`src/rtl/count_display_driver_if.sv`:
```
// Bundle of the value/BCD/display signals between the counter stage,
// the BCD display driver and whatever observes the converted result.
interface count_display_driver_if #(
    parameter int Nbits = 4
);
    logic [Nbits-1:0] value;
    logic [15:0]      bcd;
    logic             conv_done;
    logic             busy;
    logic [6:0]       seg;
    logic [3:0]       an;

    modport master (
        output value,
        input  bcd, conv_done, busy, seg, an
    );

    modport slave (
        input  value,
        output bcd, conv_done, busy, seg, an
    );
endinterface

```
`src/rtl/count_display_driver.sv`:
```
// Free-running binary-to-BCD converter (double-dabble, one bit per cycle)
// driving a multiplexed common-anode 4-digit 7-segment display.
//
// state | meaning
// IDLE  | capture value, clear working register (1 cycle)
// SHIFT | add-3 on nibbles >= 5, then shift left (Nbits cycles)
// DONE  | publish working register to bcd, pulse conv_done (1 cycle)
module count_display_driver #(
    parameter int Nbits    = 4,
    parameter int SCAN_DIV = 50000,
    parameter bit BLANK    = 1'b1
) (
    input  logic                  clk,
    input  logic                  rst,
    count_display_driver_if.slave bus
);

    localparam int CW = (Nbits > 1) ? $clog2(Nbits) : 1;
    localparam int PW = $clog2(SCAN_DIV);

    typedef enum logic [1:0] {IDLE, SHIFT, DONE} state_t;

    state_t           state_q;
    logic [Nbits-1:0] sr_q;
    logic [15:0]      work_q;
    logic [15:0]      work_adj;
    logic [CW-1:0]    cnt_q;
    logic [15:0]      bcd_q;
    logic             done_q;
    logic             busy_q;

    logic [PW-1:0]    pre_q;
    logic [1:0]       idx_q;
    logic             fresh_q;
    logic [3:0]       an_q;
    logic [6:0]       seg_q;

    logic             wrap;
    logic [1:0]       idx_ld;
    logic [3:0]       digit_ld;
    logic             blank_ld;
    logic [6:0]       seg_ld;

    function automatic logic [6:0] seg_decode(input logic [3:0] d);
        logic [6:0] s;
        case (d)
            4'd0:    s = 7'h40;
            4'd1:    s = 7'h79;
            4'd2:    s = 7'h24;
            4'd3:    s = 7'h30;
            4'd4:    s = 7'h19;
            4'd5:    s = 7'h12;
            4'd6:    s = 7'h02;
            4'd7:    s = 7'h78;
            4'd8:    s = 7'h00;
            4'd9:    s = 7'h10;
            default: s = 7'h0E;
        endcase
        return s;
    endfunction

    // Double-dabble correction: every nibble >= 5 gets +3 before the shift.
    always_comb begin
        work_adj = work_q;
        for (int i = 0; i < 4; i++) begin
            if (work_q[4*i +: 4] >= 4'd5) begin
                work_adj[4*i +: 4] = work_q[4*i +: 4] + 4'd3;
            end
        end
    end

    // Conversion FSM with registered bcd, conv_done and busy.
    always_ff @(posedge clk) begin
        if (!rst) begin
            state_q <= IDLE;
            sr_q    <= '0;
            work_q  <= '0;
            cnt_q   <= '0;
            bcd_q   <= '0;
            done_q  <= 1'b0;
            busy_q  <= 1'b0;
        end else begin
            done_q <= 1'b0;
            case (state_q)
                IDLE: begin
                    sr_q    <= bus.value;
                    work_q  <= '0;
                    cnt_q   <= CW'(Nbits - 1);
                    busy_q  <= 1'b1;
                    state_q <= SHIFT;
                end
                SHIFT: begin
                    {work_q, sr_q} <= {work_adj, sr_q} << 1;
                    if (cnt_q == '0) begin
                        state_q <= DONE;
                    end else begin
                        cnt_q <= cnt_q - CW'(1);
                    end
                end
                DONE: begin
                    bcd_q   <= work_q;
                    done_q  <= 1'b1;
                    busy_q  <= 1'b0;
                    state_q <= IDLE;
                end
                default: state_q <= IDLE;
            endcase
        end
    end

    // Slot boundary decode: the first edge after reset opens slot 0 without
    // advancing, later slots open when the prescaler wraps.
    always_comb begin
        wrap     = (pre_q == PW'(SCAN_DIV - 1));
        idx_ld   = fresh_q ? idx_q : idx_q + 2'd1;
        digit_ld = bcd_q[{idx_ld, 2'b00} +: 4];
        case (idx_ld)
            2'd1:    blank_ld = (bcd_q[15:4] == 12'h000);
            2'd2:    blank_ld = (bcd_q[15:8] == 8'h00);
            2'd3:    blank_ld = (bcd_q[15:12] == 4'h0);
            default: blank_ld = 1'b0;
        endcase
        seg_ld = (BLANK && blank_ld) ? 7'h7F : seg_decode(digit_ld);
    end

    // Digit scan: prescaler, digit index and registered an/seg.
    // The prescaler holds on the slot-0 opening edge so that slot lasts SCAN_DIV cycles.
    always_ff @(posedge clk) begin
        if (!rst) begin
            pre_q   <= '0;
            idx_q   <= '0;
            fresh_q <= 1'b1;
            an_q    <= 4'hF;
            seg_q   <= 7'h7F;
        end else begin
            fresh_q <= 1'b0;
            if (fresh_q || wrap) begin
                idx_q <= idx_ld;
                an_q  <= ~(4'b0001 << idx_ld);
                seg_q <= seg_ld;
            end
            if (!fresh_q) begin
                pre_q <= wrap ? '0 : pre_q + PW'(1);
            end
        end
    end

    assign bus.bcd       = bcd_q;
    assign bus.conv_done = done_q;
    assign bus.busy      = busy_q;
    assign bus.seg       = seg_q;
    assign bus.an        = an_q;

endmodule

```
`src/flat_wrapper.sv`:
```
// flat-port wrapper written by rule: the top's interface ports become plain ports
module count_display_driver_flat 
#(
    parameter int Nbits    = 4,
    parameter int SCAN_DIV = 50000,
    parameter bit BLANK    = 1'b1
)
  (clk, rst, bus_value, bus_bcd, bus_conv_done, bus_busy, bus_seg, bus_an);
  count_display_driver_if #(.Nbits(Nbits)) bus_i ();
  input  logic clk;
  input  logic rst;
  input wire logic [$bits(bus_i.value)-1:0] bus_value;
  output wire logic [$bits(bus_i.bcd)-1:0] bus_bcd;
  output wire logic [$bits(bus_i.conv_done)-1:0] bus_conv_done;
  output wire logic [$bits(bus_i.busy)-1:0] bus_busy;
  output wire logic [$bits(bus_i.seg)-1:0] bus_seg;
  output wire logic [$bits(bus_i.an)-1:0] bus_an;
  assign bus_i.value = bus_value;
  assign bus_bcd = bus_i.bcd;
  assign bus_conv_done = bus_i.conv_done;
  assign bus_busy = bus_i.busy;
  assign bus_seg = bus_i.seg;
  assign bus_an = bus_i.an;
  count_display_driver #(.Nbits(Nbits), .SCAN_DIV(SCAN_DIV), .BLANK(BLANK)) u_core (.clk(clk), .rst(rst), .bus(bus_i));
endmodule
```
`config.mk`:
```
export PLATFORM = sky130hd
export DESIGN_NAME = count_display_driver_flat
export DESIGN_NICKNAME = d
export VERILOG_FILES = /design/src/rtl/count_display_driver_if.sv /design/src/rtl/count_display_driver.sv /design/src/flat_wrapper.sv
export SDC_FILE = /design/constraint.sdc
export NUM_CORES = 1
export LEC_CHECK = 0
export CAP_MARGIN = 20
export CORE_ASPECT_RATIO = 0.8
export CORE_MARGIN = 2
export CORE_UTILIZATION = 50
export DETAILED_ROUTE_END_ITERATION = 10
export PLACE_DENSITY_LB_ADDON = 0.25
export SLEW_MARGIN = 10
export SYNTH_ARGS = -nofsm -noshare
export SYNTH_HDL_FRONTEND = slang
export SYNTH_SLANG_ARGS = --single-unit
export TNS_END_PERCENT = 5
```
`constraint.sdc`:
```
create_clock -name clk -period 3.3 [get_ports clk]
set_clock_uncertainty 0.05 [all_clocks]
set_input_delay 0.33 -clock clk [delete_from_list [all_inputs] [get_ports clk]]
set_output_delay 0.33 -clock clk [all_outputs]
set_load 0.02 [all_outputs]
```
After elaboration in Yosys (flattened, before gate mapping)
Memories as Yosys holds them, arrays and structs flattened.
Cells that the tools add are included.

operators by class
  magnitude comparators = 4
  add/subtract/negate cells = 7
  equality and inequality tests = 8
  div/mod/pow operators = 0
  mux-type cells = 17
  bitwise gates (word level) = 1
  shift-type cells = 2
  reduce and logical (&&, ||, !) cells = 9
  multiply operators = 0

operators with widths
  operator               number
  $pmux 16 s2            1
  $add 16x1->16 const B  1
  $eq 16x16->1 const B   1
  $ge 4x3->1 const B     4
  $mux 16                1
  $shiftx 16x5->4        1
  $add 4x2->4 const B    3
  $logic_not 12->1       1
  $mux 4                 3
  $logic_not 8->1        1
  $pmux 2 s2             2
  $pmux 4 s2             1
  $mux 7                 1
  $eq 2x2->1 const B     3
  $mux 2                 3
  $eq 2x1->1 const B     2
  $logic_not 2->1        2
  $logic_not 4->1        1
  $not 4->4              1
  $reduce_bool 2->1      2
  $shl 1x2->4 const A    1
  $add 3x2->3 const B    1
  $mux 3                 1
  $pmux 1 s3             1
  other kinds (8)        9

word-level totals
  input port bits = 6
  register bits after elaboration = 72
  bits in writable memories = 0
  output and inout port bits = 29
  logic and storage cells = 61
  bits in latches = 0
  memory bits (read-only) = 112
  memories kept = 1

memory list
  memory           depth  width  read ports  clocked after Yosys merged registers in  write ports  RTL line                    text
  (no name shown)  16     7      1           0                                        0            count_display_driver.sv:46  case (d)

Logic depth before layout (Yosys ltp)
Gate-level depths: netlist (run 1).

  depth after elaboration = 5
  depth in mapped cells = 9
  gate-level depth less buffers = 9

Worst setup path before layout (run 1)
Ideal clock, no wire load.

  path kind = reg2reg
  start = register u_core.fresh_q
  end = register u_core.seg_q[6], in the netlist u_core.bus.seg[6]
  path buffers = 0
  stages on the path, launching flop included = 8
  library setup time = 0.120 ns
  setup slack = 0.769 ns
  clock period less this slack = 2.531 ns
  data arrival time = 2.361 ns
  required time = 3.130 ns
  cells stage by stage = dfxtp_1 > and2b_1 > xnor2_2 > mux4_2 > ha_1 > o41ai_1 > a211oi_1 > a211o_1

between the ends
  cells in the longest elaborated chain, start to end = 4
  elaborated cells between the ends (all ways) = 9
  classes of those cells = 3 x eq/ne; 1 x shift; 3 x mux; 1 x reduce/logical; 1 x memory

ends and longest elaborated chain
  what                                           RTL line                     text
  start, declared                                count_display_driver.sv:34   logic fresh_q;
  start signal, assigned                         count_display_driver.sv:132  fresh_q <= 1'b1;
  start signal, assigned                         count_display_driver.sv:136  fresh_q <= 1'b0;
  $mux 2                                         count_display_driver.sv:115  idx_ld = fresh_q ? idx_q : idx_q + 2'd1;
  $shiftx 16x5->4, or another cell as far along  count_display_driver.sv:116  digit_ld = bcd_q[{idx_ld, 2'b00} +: 4];
  $mem_v2 16x7 or $pmux 1 s3 (tied branches)     n/a
  $mux 7                                         count_display_driver.sv:123  seg_ld = (BLANK && blank_ld) ? 7'h7F : seg_decode(digit_ld);
  end signal, assigned                           count_display_driver.sv:140  seg_q <= seg_ld;
  end, declared                                  count_display_driver.sv:36   logic [6:0] seg_q;

Several ways; a longest one is shown, not always the timed one.
A chain may end at the register's enable or synchronous reset.

Worst setup path after layout (run 1)
  start = register u_core.fresh_q
  end = register u_core.seg_q[3], in the netlist u_core.bus.seg[3]

The elaborated chain is that of the path after synthesis.

==> impl_metrics.json, run 1 <==
{
  "status": "finished clean",
  "place.gp.congestion": 0.8583,
  "globalRoute.totalOverflow": 0,
  "power_density_nw_per_um2": 423.3,
  "swShare_pct": 24.62,
  "dp.cells": 491,
  "p_total_w": 0.001722,
  "combPwrFrac_pct": 8.3,
  "grt_pass1_vias": 2689,
  "setup_ws_ns": 0.2758,
  "p_sw_w": 0.0004239,
  "start_util_pct": 51.32,
  "cts_buffer_depth": 2,
  "fin_cells": 506,
  "worstSkewPairLatency_ns": 0.34,
  "synthToLayoutAreaGrowth_pct": 16.11,
  "core-area_um2": 6824,
  "synth-seq-area-share_pct": 41.16,
  "vias": 2934,
  "yosys_warnings": 0,
  "synth-edff-count": 0,
  "path_cells": "and2b_1, xnor2_2, mux4_2, inv_1, ha_1, nor4_1, nor4b_1, a211oi_1",
  "final_nets": 437,
  "floorplan.rows": 27,
  "drcViolationCount": 0,
  "crit_arrival_ns": 3.18,
  "cts.sinks": 72,
  "finalWirelength_um": 7740,
  "post-cts-setup-buffers": 0,
  "layout-drive-gt1-share_pct": 7.160,
  "globalRouteTotalUtil_pct": 20.75,
  "cp_slowest_cell": "mux4_2",
  "async_flop_share_pct": 0,
  "cts_buffers": 9,
  "setup_viol": 0,
  "vias_per_cell": 5.798,
  "r2r_cells": 8,
  "clockRootBuffer": "clkbuf_8",
  "syn_area_um2": 3502,
  "clockPowerShare_pct": 38.6,
  "clock.fmax_mhz": 330.7,
  "critPathLaunchType": "register",
  "tightest_slew_ns": 0.8358,
  "synth_cells": 384,
  "hold_viol": 0,
  "cts_hold_buf": 0,
  "syn_nets": 406,
  "io_pins": 35,
  "ys_ff_latch": 72,
  "leakage_nw": 1.499,
  "clk_pin_slew_ns": 0.07,
  "min_path_type": "reg -> reg",
  "die_h_um": 78.86,
  "dp_worst_setup_slack_ns": 0.3324,
  "n_antenna_cell": 0,
  "synth_cell_types": 60,
  "intPower_w": 0.001298,
  "antenna_found_initial": 0,
  "drv_cap": 0,
  "share_seq_of_total_power_pct": 53.1,
  "crit_path_end_kind": "register",
  "syn_avg_cell_area_um2": 9.120,
  "grt_pass1_wl_um": 12990,
  "drtAntennaViolNets": 0,
  "grt_max_degree": 19,
  "layout_min_cycle_time_ns": 3.024,
  "holdPathStages": 2,
  "slew-limit-headroom_pct": 43.77,
  "htreeDepth": 3,
  "fillers": 606,
  "wl_per_cell_um": 15.30,
  "die_x_um": 97.57,
  "required_ns": 3.46,
  "firstDrtPassIters": 4,
  "ctsResizeCount": 0,
  "drt-initial-drc-count": 194,
  "cts_tree": "done",
  "dp_hpwl_um": 5640,
  "die_area_um2": 7694,
  "rsz0062_at_grt": "false",
  "crit_fanout": 11,
  "rrSetupSlack_ns": 0.28,
  "synthFlopType": "dfxtp_1",
  "slew_violations": 0,
  "max_stage_delay_ns": 0.63,
  "path_class": "reg -> reg",
  "tns_ns": 0,
  "irDropWorstVdd_mv": 0.3225,
  "io_buffers": 34,
  "fin_crit_sh_pct": 91.64
}
-- path summary, 6_finish.rpt --
check,start,to
setup / recovery,u_core.fresh_q$_DFF_P_,u_core.bus.seg[3]$_SDFFE_PN1P_
hold / removal,u_core.sr_q[3]$_SDFFE_PN0P_,u_core.work_q[0]$_SDFFE_PN0P_
setup reg to reg,u_core.fresh_q$_DFF_P_,u_core.bus.seg[3]$_SDFFE_PN1P_
hold reg to reg,u_core.sr_q[3]$_SDFFE_PN0P_,u_core.work_q[0]$_SDFFE_PN0P_
-- metal layers --
layer  global-route usage (%)  vias up  wire (µm)
met5                        0        -          0
met4                    5.833        0         37
met3                    4.489        4        310
met2                    33.31       74       3554
met1                    28.45     1388       3838
li1                         -     1468          -
-- critical path, delay by kind of cell, from the launching register on --
kind,cells,cell delay (ns)
and+or+nand+nor,3,0.89
adders and majority gates,1,0.27
AOI/OAI and AO/OA,1,0.08
xor gates and xnor gates,1,0.24
muxes,1,0.63
DFF,1,0.58
buffers and inverters,1,0.17
-- synthesized netlist by cell type (2+ instances only) --
library cell	n	area (µm²)
dfxtp_1	72	1441
nor2_1	41	153.9
nand2_1	23	86.33
a21oi_1	22	110.1
o21ai_0	20	100.1
inv_1	19	71.32
ha_1	16	200.2
a22o_1	15	131.4
clkbuf_1	10	37.54
xor2_1	9	78.83
nand3_1	8	40.04
nor3_1	8	40.04
a31oi_1	7	43.79
mux2i_1	7	70.07
xnor2_1	7	61.31
a211oi_1	5	37.54
and2_1	5	31.28
nand2b_1	5	31.28
nand4_1	5	31.28
o22ai_1	5	31.28
a32o_1	4	40.04
buf_4	4	30.03
o31ai_1	4	30.03
a211o_1	3	26.28
a22oi_1	3	22.52
and3_1	3	18.77
and4_1	3	26.28
nand3b_1	3	22.52
nor3b_1	3	22.52
nor4_1	3	18.77
or3_1	3	18.77
a311oi_1	2	17.52
a41oi_1	2	17.52
and4bb_2	2	25.02
buf_2	2	10.01
clkbuf_8	2	27.53
nor2b_1	2	12.51
nor4b_1	2	17.52
o32ai_1	2	17.52
or3b_1	2	17.52
xnor2_2	2	32.53
-- flip-flops by register name, summed over array words and instances (netlist names), 4 cells and up --
name and flops:
u_core.bus.an 4, u_core.bus.bcd 16, u_core.bus.seg 7, u_core.pre_q 16, u_core.sr_q 4, u_core.work_q 16
-- per-stage QoR --
stage	hold WS, ns	utilization [%]	cell area (µm²)
after floorplan	0.3754	-	3502
after global placement	0.3942	56.86	3880
after detailed placement	0.4045	56.86	3880
after CTS	0.4225	59.59	4066
after global routing	0.4745	59.59	4066
final	0.4173	59.59	4066
-- cell type report --
class	instances	area, µm²	share of cell area, %
Sequential cell	72	1441	35.45
Multi-Input combinational cell	274	1881	46.25
Inverter	19	71.32	1.754
Clock buffer	10	127.6	3.138
Tap cell	87	108.9	2.677
Clock inverter	5	58.81	1.446
Timing Repair Buffer	39	377.9	9.292
-- kinds of logic after synthesis --
group / count (synthesis) / synth area share (%)
AOI/OAI and AO/OA: 105 / 20.87
xor gates and xnor gates: 18 / 4.930
buffers and inverters: 38 / 5.145
muxes: 10 / 3.716
DFF: 72 / 41.16
adders and majority gates: 17 / 6.038
and+or+nand+nor: 124 / 18.15
-- power by group through the flow --
| stage | clock network, W | logic (W) | registers (W) |
|---|---|---|---|
| after global routing | 0.000715 | 0.000158 | 0.000917 |
| after global placement | 0 | 0.000141 | 0.000932 |
| after CTS | 0.000684 | 0.000144 | 0.000914 |
| after floorplan | 0 | 0.0000974 | 0.000934 |
| final | 0.000664 | 0.000144 | 0.000914 |
| after detailed placement | 0 | 0.000144 | 0.000933 |
-- cell usage in the layout (no fill, tap or decap), drive strengths merged, types with 9 or more instances in the layout --
cell type,n
inv,19
a22o,16
nand2,23
ha,16
nor2,42
dfxtp,72
xnor2,9
xor2,9
a21oi,23
o21ai,21
clkbuf,10
clkdlybuf4s50,34
Note: power is estimated with default switching activity, not from simulation.
==> run 2, diff against run 1 <==
Settings changed: SETUP_SLACK_MARGIN from default to 0.05.
==> results of run 2 <==
Same layout as run 1: the final DEF is identical, and so are final timing and power.
==> run 3, diff against run 2 <==
Settings changed: PLACE_DENSITY_LB_ADDON 0.25 to 0.3.
==> impl_metrics.json, run 3 (synthesis gave the netlist of run 1 again) <==
{
  "drt-initial-drc-count": 131,
  "final_util_pct": 59.37,
  "cts.sinks": 72,
  "combPwrFrac_pct": 8.6,
  "die_x_um": 97.57,
  "clock.fmax_mhz": 343.7,
  "min_path_type": "reg -> reg",
  "tns_ns": 0,
  "dp.cells": 491,
  "clockPowerShare_pct": 36.7,
  "dp_worst_setup_slack_ns": 0.4506,
  "layout-drive-gt1-share_pct": 7.381,
  "drtAntennaViolNets": 0,
  "intPower_w": 0.001227,
  "swShare_pct": 26.33,
  "synthToLayoutAreaGrowth_pct": 15.68,
  "firstDrtPassIters": 4,
  "fin_cells": 507,
  "cts_buffers": 9,
  "rsz0062_at_grt": "false",
  "fillers": 593,
  "multiInputGateArea_um2": 1881,
  "finalWirelength_um": 7726,
  "globalRoute.totalOverflow": 0,
  "status": "finished clean",
  "io_buffers": 34,
  "clk_pin_slew_ns": 0.08,
  "grt_pass1_wl_um": 12840,
  "p_sw_w": 0.0004386,
  "place.gp.congestion": 0.8955,
  "crit_path_end_kind": "register",
  "critPathLaunchType": "register",
  "path_cells": "and2b_1, xnor2_2, mux4_2, inv_1, ha_1, nor4_1, nor4b_1, a211oi_1",
  "layout_min_cycle_time_ns": 2.910,
  "power_density_nw_per_um2": 411.2,
  "worstSkewPairLatency_ns": 0.35,
  "die_area_um2": 7694,
  "share_seq_of_total_power_pct": 54.7,
  "final_common_cell": "dfxtp_1",
  "path_class": "reg -> reg",
  "die_h_um": 78.86,
  "core-area_um2": 6824,
  "floorplan.rows": 27,
  "holdWs_ns": 0.4166,
  "vias": 2915,
  "setup_ws_ns": 0.3903,
  "n_antenna_cell": 0,
  "setup_viol": 0,
  "grt_pass1_vias": 2718,
  "htreeDepth": 3,
  "start_util_pct": 51.32,
  "crit_arrival_ns": 3.09,
  "final_cell_mix": "dfxtp_1 (72), nor2_1 (41), clkdlybuf4s50_1 (34)",
  "tightest_slew_ns": 0.7980,
  "slew-limit-headroom_pct": 46.31,
  "drcViolationCount": 0,
  "wl_per_cell_um": 15.24,
  "leakage_nw": 1.497,
  "vias_per_cell": 5.750,
  "post-cts-setup-buffers": 0,
  "cts_hold_buf": 0,
  "max_stage_delay_ns": 0.63,
  "drv_cap": 0,
  "crit_fanout": 11,
  "cts_buffer_depth": 2,
  "ff_latch_area_um2": 1441,
  "clockRootBuffer": "clkbuf_8",
  "io_pins": 35,
  "slew_violations": 0,
  "cts_tree": "done",
  "irDropWorstVdd_mv": 0.2434,
  "ctsResizeCount": 0,
  "grt_max_degree": 19,
  "hold_viol": 0,
  "final_nets": 437,
  "required_ns": 3.48,
  "globalRouteTotalUtil_pct": 20.54,
  "cp_slowest_cell": "mux4_2",
  "antenna_found_initial": 0,
  "fin_crit_sh_pct": 88.17,
  "dp_hpwl_um": 5650
}
==> run 3: cell count changes in the layout (fill, tap and decap cells not counted), sizes merged <==
cell / before / now
clkinv: 2 / 4
clkinvlp: 2 / 1
inv: 19 / 20
bufinv: 1 / 0
==> run 3: path summary, 6_finish.rpt <==
check | startpoint | end | slack (ns) | cells after the start
max | u_core.fresh_q$_DFF_P_ | u_core.bus.seg[3]$_SDFFE_PN1P_ | 0.39 | 8
max reg2reg | u_core.fresh_q$_DFF_P_ | u_core.bus.seg[3]$_SDFFE_PN1P_ | 0.39 | 8
min reg2reg | u_core.cnt_q[0]$_SDFFE_PN0P_ | u_core.cnt_q[0]$_SDFFE_PN0P_ | 0.42 | 1
min | u_core.cnt_q[0]$_SDFFE_PN0P_ | u_core.cnt_q[0]$_SDFFE_PN0P_ | 0.42 | 1
==> run 3: power groups by stage <==
stage / Clock, W / Sequential (W) / Combinational [W]
after global routing: 0.000658 / 0.000916 / 0.000160
after global placement: 0 / 0.000932 / 0.000140
after floorplan: 0 / 0.000934 / 0.0000974
after CTS: 0.000631 / 0.000912 / 0.000144
after detailed placement: 0 / 0.000933 / 0.000144
final: 0.000611 / 0.000912 / 0.000143
==> run 3: worst max-delay path: cells and delay by family (launching register included) <==
family                     cells  cell delay [ns]
and+or+nand+nor                3             0.83
xor gates and xnor gates       1             0.23
muxes                          1             0.63
adders and majority gates      1             0.27
buffers and inverters          1             0.18
DFF                            1             0.52
AOI/OAI and AO/OA              1             0.09
==> run 3: layout make-up <==
type	instances	share of cell area, %
multi-input cells	274	46.42
flip-flops and latches	72	35.58
repair buffers	39	9.327
clock buffers	10	3.150
well taps	87	2.687
inverters	19	1.760
clock inverters	6	1.081
==> run 3: metrics by stage <==
stage / total power [W] / cell area (µm²)
5_1_grt: 0.001733 / 4051
3_5_place_dp: 0.001076 / 3880
4_1_cts: 0.001687 / 4051
3_3_place_gp: 0.001072 / 3880
6_report: 0.001666 / 4051
2_1_floorplan: 0.001032 / 3502
==> run 3: layer usage <==
| metal | vias up | routed length, µm | track usage, % |
|---|---|---|---|
| met2 | 70 | 3455 | 31.45 |
| li1 | 1465 | - | - |
| met1 | 1369 | 3780 | 28.14 |
| met5 | - | 0 | 0 |
| met4 | 0 | 87 | 6.944 |
| met3 | 11 | 403 | 5.722 |
